<file path="config.mk">
export PLATFORM = sky130hd
export DESIGN_NAME = usb_tx_line_encoder
export DESIGN_NICKNAME = d
export VERILOG_FILES = /design/src/rtl/usb_tx_pkg.sv /design/src/rtl/usb_bit_timer.sv /design/src/rtl/usb_tx_line_encoder.sv
export SDC_FILE = /design/constraint.sdc
export NUM_CORES = 1
export LEC_CHECK = 0
export CAP_MARGIN = 20
export CORE_MARGIN = 2
export CORE_UTILIZATION = 59
export DETAILED_ROUTE_END_ITERATION = 7
export PLACE_DENSITY = 0.84
export SLEW_MARGIN = 10
export SYNTH_ARGS = -nofsm -noshare
export SYNTH_HDL_FRONTEND = slang
export SYNTH_SLANG_ARGS = --single-unit
</file>
<file path="constraint.sdc">
create_clock -name clk -period 2.7 [get_ports clk]
set_input_delay 0.675 -clock clk [delete_from_list [all_inputs] [get_ports clk]]
set_output_delay 0.675 -clock clk [all_outputs]
set_load 0.005 [all_outputs]
</file>
<file path="src/rtl/usb_tx_pkg.sv">
// Shared types and line codes for the USB transmit line encoder.
// Build macro USB_TX_LOW_SPEED_EN selects low-speed J/K polarity.
package usb_tx_pkg;

  typedef enum logic [2:0] {
    IDLE,
    SHIFT,
    STUFF,
    EOP_SE0,
    EOP_J
  } tx_state_t;

  // Line codes are {dplus, dminus}
`ifdef USB_TX_LOW_SPEED_EN
  localparam logic [1:0] LINE_J   = 2'b01;
  localparam logic [1:0] LINE_K   = 2'b10;
`else
  localparam logic [1:0] LINE_J   = 2'b10;
  localparam logic [1:0] LINE_K   = 2'b01;
`endif
  localparam logic [1:0] LINE_SE0 = 2'b00;

  localparam logic [2:0] STUFF_LIMIT  = 3'd6;
  localparam logic [1:0] EOP_SE0_BITS = 2'd2;

  // NRZI level: 0 = J, 1 = K
  function automatic logic [1:0] line_code(input logic level);
    return level ? LINE_K : LINE_J;
  endfunction

endpackage

</file>
<file path="src/rtl/usb_bit_timer.sv">
// Bit-time tick generator: one tick every CLKS_PER_BIT enabled clocks,
// with a synchronous restart that realigns the bit boundary.
module usb_bit_timer #(
  parameter int unsigned CLKS_PER_BIT = 1
) (
  input  logic clk,
  input  logic n_rst,
  input  logic enable,
  input  logic restart,
  output logic bit_tick
);

  localparam logic [7:0] LAST = 8'(CLKS_PER_BIT - 1);

  logic [7:0] count;

  assign bit_tick = enable && (count == LAST);

  always_ff @(posedge clk or negedge n_rst) begin
    if (!n_rst) begin
      count <= '0;
    end else if (restart) begin
      count <= '0;
    end else if (enable) begin
      count <= bit_tick ? '0 : count + 8'd1;
    end
  end

endmodule

</file>
<file path="src/rtl/usb_tx_line_encoder.sv">
// USB transmit line encoder: double-buffered LSB-first serializer with bit
// stuffing, NRZI and EOP generation. Macro USB_TX_LOW_SPEED_EN swaps J/K.
module usb_tx_line_encoder #(
  parameter int unsigned CLKS_PER_BIT = 1
) (
  input  logic       clk,
  input  logic       n_rst,
  input  logic [7:0] tx_byte,
  input  logic       tx_load,
  input  logic       eop_req,
  output logic       tx_ready,
  output logic       tx_busy,
  output logic       tx_overrun,
  output logic       dplus,
  output logic       dminus
);
  import usb_tx_pkg::*;

  tx_state_t  state;
  logic       hold_valid;
  logic [7:0] hold_byte;
  logic [6:0] shreg;
  logic [3:0] shift_count;
  logic [2:0] ones_count;
  logic       eop_pending;
  logic       nrzi_level;
  logic [1:0] se0_count;
  logic       bit_tick;

  logic       load_ok, byte_avail, eop_any, stuff_due, byte_end, take_byte, idle_start;
  logic [7:0] byte_src;
  logic       ld_level, db_level;
  logic [2:0] ld_ones, db_ones;

  assign tx_ready = !hold_valid;
  assign tx_busy  = (state != IDLE);

  // A byte offered while the line is free bypasses the holding register so
  // its first bit is on the line the cycle after the load.
  always_comb begin
    load_ok    = tx_load && !hold_valid;
    byte_avail = hold_valid || load_ok;
    byte_src   = hold_valid ? hold_byte : tx_byte;
    eop_any    = eop_pending || eop_req;
    stuff_due  = (state == SHIFT) && (ones_count == STUFF_LIMIT);
    byte_end   = bit_tick && (((state == SHIFT) && !stuff_due) || (state == STUFF))
                 && (shift_count == 4'd8);
    take_byte  = byte_avail && ((state == IDLE) || byte_end);
    idle_start = (state == IDLE) && (byte_avail || eop_any);
    ld_level   = byte_src[0] ? nrzi_level : ~nrzi_level;
    ld_ones    = byte_src[0] ? ones_count + 3'd1 : '0;
    db_level   = shreg[0] ? nrzi_level : ~nrzi_level;
    db_ones    = shreg[0] ? ones_count + 3'd1 : '0;
  end

  usb_bit_timer #(.CLKS_PER_BIT(CLKS_PER_BIT)) u_bit_timer (
    .clk      (clk),
    .n_rst    (n_rst),
    .enable   (tx_busy),
    .restart  (idle_start),
    .bit_tick (bit_tick)
  );

  always_ff @(posedge clk or negedge n_rst) begin
    if (!n_rst) begin
      state            <= IDLE;
      hold_valid       <= 1'b0;
      hold_byte        <= '0;
      shreg            <= '0;
      shift_count      <= '0;
      ones_count       <= '0;
      eop_pending      <= 1'b0;
      nrzi_level       <= 1'b0;
      se0_count        <= '0;
      tx_overrun       <= 1'b0;
      {dplus, dminus}  <= LINE_J;
    end else begin
      tx_overrun <= tx_load && hold_valid;

      if (take_byte) begin
        hold_valid <= 1'b0;
      end else if (load_ok) begin
        hold_valid <= 1'b1;
        hold_byte  <= tx_byte;
      end

      if (eop_req) eop_pending <= 1'b1;

      case (state)
        IDLE: begin
          if (byte_avail) begin
            state           <= SHIFT;
            shreg           <= byte_src[7:1];
            shift_count     <= 4'd1;
            nrzi_level      <= ld_level;
            ones_count      <= ld_ones;
            {dplus, dminus} <= line_code(ld_level);
          end else if (eop_any) begin
            state           <= EOP_SE0;
            se0_count       <= '0;
            {dplus, dminus} <= LINE_SE0;
          end
        end

        SHIFT, STUFF: begin
          if (bit_tick) begin
            if (stuff_due) begin
              state           <= STUFF;
              nrzi_level      <= ~nrzi_level;
              ones_count      <= '0;
              {dplus, dminus} <= line_code(~nrzi_level);
            end else if (shift_count != 4'd8) begin
              state           <= SHIFT;
              shreg           <= {1'b0, shreg[6:1]};
              shift_count     <= shift_count + 4'd1;
              nrzi_level      <= db_level;
              ones_count      <= db_ones;
              {dplus, dminus} <= line_code(db_level);
            end else if (byte_avail) begin
              state           <= SHIFT;
              shreg           <= byte_src[7:1];
              shift_count     <= 4'd1;
              nrzi_level      <= ld_level;
              ones_count      <= ld_ones;
              {dplus, dminus} <= line_code(ld_level);
            end else if (eop_any) begin
              state           <= EOP_SE0;
              se0_count       <= '0;
              {dplus, dminus} <= LINE_SE0;
            end else begin
              state           <= IDLE;
              nrzi_level      <= 1'b0;
              ones_count      <= '0;
              {dplus, dminus} <= LINE_J;
            end
          end
        end

        EOP_SE0: begin
          if (bit_tick) begin
            if (se0_count == EOP_SE0_BITS - 2'd1) begin
              state           <= EOP_J;
              {dplus, dminus} <= LINE_J;
            end else begin
              se0_count <= se0_count + 2'd1;
            end
          end
        end

        EOP_J: begin
          if (bit_tick) begin
            state       <= IDLE;
            eop_pending <= 1'b0;
            nrzi_level  <= 1'b0;
            ones_count  <= '0;
          end
        end

        default: begin
          state           <= IDLE;
          {dplus, dminus} <= LINE_J;
        end
      endcase
    end
  end

endmodule
</file>
---- Word-level counts from Yosys, hierarchy flattened ----
Cells that the tools add are included.
cells by class
  add/sub/neg operators ................... 4
  $mul .................................... 0
  divide/modulo/power cells ............... 0
  order comparisons ....................... 0
  eq/ne operators ......................... 18
  shift-type cells ........................ 0
  mux-type cells .......................... 78
  bitwise logic cells ..................... 3
  reduce and logical (&&, ||, !) cells .... 31
operator list
  operator                                             count
  2-to-1 mux 3 bit                                     14
  2-to-1 mux 8 bit                                     4
  2-to-1 mux 1 bit                                     30
  2-to-1 mux 2 bit                                     14
  2-to-1 mux 7 bit                                     4
  2-to-1 mux 4 bit                                     4
  inequality test 2 bit, second input constant         8
  AND reduction 5 bit                                  3
  one-hot mux 7 bit (2 select lines)                   1
  one-hot mux 3 bit (4 select lines)                   1
  logical AND 1 bit                                    9
  one-hot mux 3 bit (3 select lines)                   1
  nonzero test 3 bit                                   3
  adder 8 x 1 -> 8 bit, second input constant          1
  logical NOT 8 bit                                    1
  one-hot mux 1 bit (4 select lines)                   2
  one-hot mux 4 bit (2 select lines)                   1
  equality test 3 x 2 -> 1 bit, second input constant  2
  equality test 3 bit, second input constant           2
  one-hot mux 2 bit (3 select lines)                   1
  AND reduction 6 bit                                  1
  nonzero test 2 bit                                   3
  logical OR 1 bit                                     5
  inequality test 5 bit, second input constant         1
  15 further kinds                                     18
storage, ports and cells
  register bits ........................... 41
  bits in latches ......................... 0
  memory bits (writable) .................. 0
  memory bits (read-only) ................. 0
  bits of input ports ..................... 12
  output and inout port bits .............. 5
  word-level logic and storage cells ...... 147
  memories ................................ 0

---- Logic depth before layout (Yosys ltp) ----
  depth after elaboration ................. 11
  mapped depth ............................ 8
  mapped depth without buffers ............ 7

---- Cells and area by module ----
A second synthesis with hierarchy kept.
unflattened totals
  cells, all modules ...................... 260
  area total of the unflattened synthesis .. 2,482.4 µm²
modules (own cells, without submodules)
  module               times used  cells an instance  area each (µm²)  seq. area each (µm²)
  usb_tx_line_encoder  1           210                2,035.7          827.0
  usb_bit_timer        1           50                 446.7            200.2

---- Worst setup path before layout ----
Ideal clock, no wire load.
  path kind ............................... flip-flop to flip-flop
  start point ............................. reg u_bit_timer.count[0]
  end point ............................... reg hold_byte[0]
  arrival time ............................ 2.314 ns
  data required time ...................... 2.575 ns
  slack ................................... 0.261 ns
  stages on the path, launching flop included .. 9
  path buffers ............................ 1
  period minus slack after synthesis ...... 2.439 ns
  path through ............................ dfrtp_1 -> inv_1 -> ha_1 -> or4b_1 -> buf_2 -> or2_4 -> o41a_4 -> nand2_8 -> mux2_4
between the ends
  word-level cells in the longest chain between the ends .. 8
RTL lines
  what                           line                       RTL
  from (decl)                    usb_bit_timer.sv:15        logic [7:0] count;
  from (signal assigned)         usb_bit_timer.sv:25        count <= bit_tick ? '0 : count + 8'd1;
  logical NOT 8 bit              usb_bit_timer.sv:17        assign bit_tick = enable && (count == LAST);
  logical AND 1 bit              usb_bit_timer.sv:17
  logical AND 1 bit              usb_tx_line_encoder.sv:46  byte_end = bit_tick && (((state == SHIFT) && !stuff_due) || (state == STUFF))
  logical AND 1 bit              usb_tx_line_encoder.sv:47  && (shift_count == 4'd8);
  logical OR 1 bit               usb_tx_line_encoder.sv:48  take_byte = byte_avail && ((state == IDLE) || byte_end);
  logical AND 1 bit              usb_tx_line_encoder.sv:48
  NOT 1 bit (no line)            n/a
  AND reduction 2 bit (no line)  n/a
  to (signal assigned)           usb_tx_line_encoder.sv:84  hold_byte <= tx_byte;
  to (decl)                      usb_tx_line_encoder.sv:21  logic [7:0] hold_byte;
Every way passes these cells.
A chain may end at the register's enable or synchronous reset.

---- Worst setup path in the final report ----
  start point ............................. reg state[0]
  end point ............................... out tx_busy
between the ends
  word-level cells in the longest chain between the ends .. 1
RTL lines
  what                    line                       RTL
  from (decl)             usb_tx_line_encoder.sv:19  tx_state_t state;
  from (signal assigned)  usb_tx_line_encoder.sv:66  state <= IDLE;
  from (signal assigned)  usb_tx_line_encoder.sv:92  state <= SHIFT;
  from (signal assigned)  usb_tx_line_encoder.sv:99  state <= EOP_SE0;
  nonzero test 3 bit      usb_tx_line_encoder.sv:36  assign tx_busy = (state != IDLE);
  to (decl)               usb_tx_line_encoder.sv:12  output logic tx_busy,
Every way passes these cells.

==> impl_metrics.ini <==
[run_status]
status = complete, no violations

[pwr]
seq_power_share = 0.327
swShare = 0.404
peakVddDrop_mv = 0.640
p_leak_uw = 0.00127
p_clk_frac = 0.154
total_power_uw = 3200
power_density_nw_per_um2 = 1110
p_int_uw = 1910
pwr-share-comb = 0.518
switchingPower_uw = 1290

[floorplan]
start_util = 0.619
rows = 23
fp.dieH_um = 69.0
die_area_um2 = 4760
dieWidth_um = 69.0
design.core.area_um2 = 4030
io_pins = 17

[finish]
final_area_um2 = 2880
drive_above_1_share = 0.157
area_growth_pct = 15.5
nNetsFinal = 311
num_antenna_cells = 0

[yosys]
syn_area_um2 = 2490
synth_flop_cell = dfrtp_1
ys_seq_elements = 41
synth-async-reset-ratio = 1.00
synthCells = 268
seq_area_frac_synth = 0.412
yosysWarnings = 0
synth_edf_count = 0
syn_nets = 287
yosys.cell_types.count = 55
syn_area_per_cell_um2 = 9.30

[routing]
ant_nets = 0
wl_mm = 5.50
drc_errors = 0
drt_first_iter_violations = 215
viasPerCell = 6.24
num_vias = 2141
wl_per_cell_um = 16.0
dr.pass1.iters = 4

[grt]
globalRouteOverflowTotal = 0
grt_pass1_vias = 2063
grtUsageTotal = 0.275
antenna_found_initial = 0
grt_first_pass_wirelength_mm = 9.63
grt_max_degree = 42

[placed_design]
io_buffer_count = 16
dpl_cell_area_um2 = 2770
hpwl_mm = 3.95
gp_congestion = 0.929
place_ws_ns = 0.0303

[timing]
tightest_slew_ns = 0.896
tns_ns = 0
relSlewSlack = 0.403
clock_skew_ns = 0.0141
fin_ws_ns = 0.147
maxSlewViolCount = 0
finalCritPeriodShare = 0.945
max_freq_mhz = 392
final-hold-violation-count = 0
rsz0062_at_grt = no
period_needed_ns = 2.55
setup_viol = 0
hold_ws_ns = 0.485

[clocking]
cts_max_level = 2
cts_made_buffers = 5
clk_latency_ns = 0.30
clock_sinks = 41
cts_tree = done
cts_resized = 0
clock-root-buffer = clkbuf_8
cts_setup_buffers = 0
cts_max_path_buffers = 2
path_clk_slew_ns = 0.09
holdBufCountCts = 0

[worst_setup_path]
cp_num_buf_inv = 2
worstSetupPathType = register to output pin
critPathCaptureType = output pin
crit_slowest_cell = clkdlybuf4s50_1
path_max_fanout = 12
path_cells = nor3_1 -> inv_1 -> clkdlybuf4s50_1
worstPathRequired_ns = 2.03
cp_data_arrival_time_ns = 1.88
start_kind = register
crit_family = buffers and inverters
cp_slowest_stage_delay_ns = 0.58

[job]
cap_violations = 0

[min_path]
hp-class = primary input to async pin
-- sequential cells by signal, indices dropped and copies added (netlist names), 2 cells and up --
name / cells
hold_byte: 8
u_bit_timer.count: 8
shreg: 7
shift_count: 4
ones_count: 3
state: 3
se0_count: 2
-- worst paths after layout --
| kind | from | to | slack (ns) | depth (start not counted) |
|---|---|---|---|---|
| min in group clk | shreg[3]$_DFFE_PN0P_ | shreg[3]$_DFFE_PN0P_ | 0.50 | 2 |
| min reg2reg | shreg[3]$_DFFE_PN0P_ | shreg[3]$_DFFE_PN0P_ | 0.50 | 2 |
| max | state[0]$_DFFE_PN0P_ | tx_busy | 0.15 | 3 |
| max reg2reg | u_bit_timer.count[0]$_DFFE_PN0P_ | hold_byte[2]$_DFFE_PN0P_ | 0.21 | 7 |
| max in group asynchronous | n_rst | u_bit_timer.count[4]$_DFFE_PN0P_ | 1.63 | 1 |
| min | n_rst | tx_overrun$_DFF_PN0_ | 0.49 | 1 |
-- Yosys cell counts (all sizes together), types with 2 or more instances --
cell | instances | area share
nand2 | 26 | 0.046
nand2b | 4 | 0.010
inv | 10 | 0.015
a221o | 2 | 0.0080
nor2 | 20 | 0.030
or2 | 3 | 0.0085
mux2i | 3 | 0.012
o221ai | 2 | 0.0070
a21oi | 16 | 0.032
nand4 | 3 | 0.0075
or4 | 2 | 0.0060
mux2 | 12 | 0.066
a2bb2oi | 2 | 0.0070
or3 | 4 | 0.010
a22oi | 4 | 0.012
clkbuf | 12 | 0.018
and3 | 4 | 0.010
o311ai | 2 | 0.0070
o21ai | 26 | 0.052
o31ai | 5 | 0.015
buf | 3 | 0.0060
ha | 7 | 0.035
nand3 | 6 | 0.012
xnor2 | 4 | 0.014
o41ai | 3 | 0.014
nor3 | 6 | 0.012
a31oi | 4 | 0.010
o211ai | 3 | 0.011
o32ai | 2 | 0.0070
o21bai | 2 | 0.0060
dfrtp | 40 | 0.40
and2 | 4 | 0.010
nor2b | 6 | 0.015
-- per-layer routing --
layer / up-vias / global-route usage / wire (um)
met5: - / 0 / 0
met1: 1031 / 0.368 / 2480
met3: 12 / 0.0455 / 267
met2: 68 / 0.451 / 2650
met4: 0 / 0.0980 / 101
li1: 1030 / - / -
-- cell type report --
type / instances / area (um2)
repair buffers: 32 / 275
inverters: 10 / 37.5
clock buffers: 6 / 72.6
well taps: 50 / 62.6
fillers: 322 / 1150
multi-input cells: 202 / 1370
flip-flops and latches: 41 / 1030
clock inverters: 2 / 35.0
-- logic make-up (layout without fill, tap and decap cells) --
group,Yosys count,after routing,synth area share
simple gates,95,95,0.201
mux,15,15,0.0783
fa+ha+maj,7,7,0.0351
buf+inv,25,50,0.0392
flops,41,41,0.412
compound gates,80,80,0.217
xor+xnor,5,5,0.0176
-- placed cells by master (no fill, tap or decap), drive strengths merged, types with 3 or more instances in the layout --
cell,n
dfrtp,40
nand2,26
o21ai,26
nor2,20
buf,17
a21oi,16
clkdlybuf4s50,15
mux2,12
inv,10
ha,7
nor3,6
nor2b,6
nand3,6
clkbuf,6
o31ai,5
and2,4
or3,4
a31oi,4
nand2b,4
xnor2,4
a22oi,4
and3,4
nand4,3
mux2i,3
or2,3
o211ai,3
o41ai,3
-- worst reg2reg max path, stage by stage, from the launching register on --
cell	delay (ns)
dfrtp_1	0.43
inv_1	0.08
ha_1	0.14
or4b_1	0.47
or2_4	0.29
o41a_4	0.53
nand2_8	0.13
mux2_4	0.31
-- power by group through the flow --
stage,clock [uW],combinational (uW),sequential [uW]
after global routing,526,1850,1080
after detailed placement,0,1630,1050
final,493,1660,1050
after global placement,0,1580,1040
after floorplan,0,1250,955
after CTS,495,1640,1040
-- stage by stage --
stage | util | cells
floorplan | - | 268
global placement | 0.688 | 335
detailed placement | 0.688 | 335
CTS | 0.714 | 343
global route | 0.714 | 343
finish | 0.714 | 343
(Power assumes the default switching activity.)
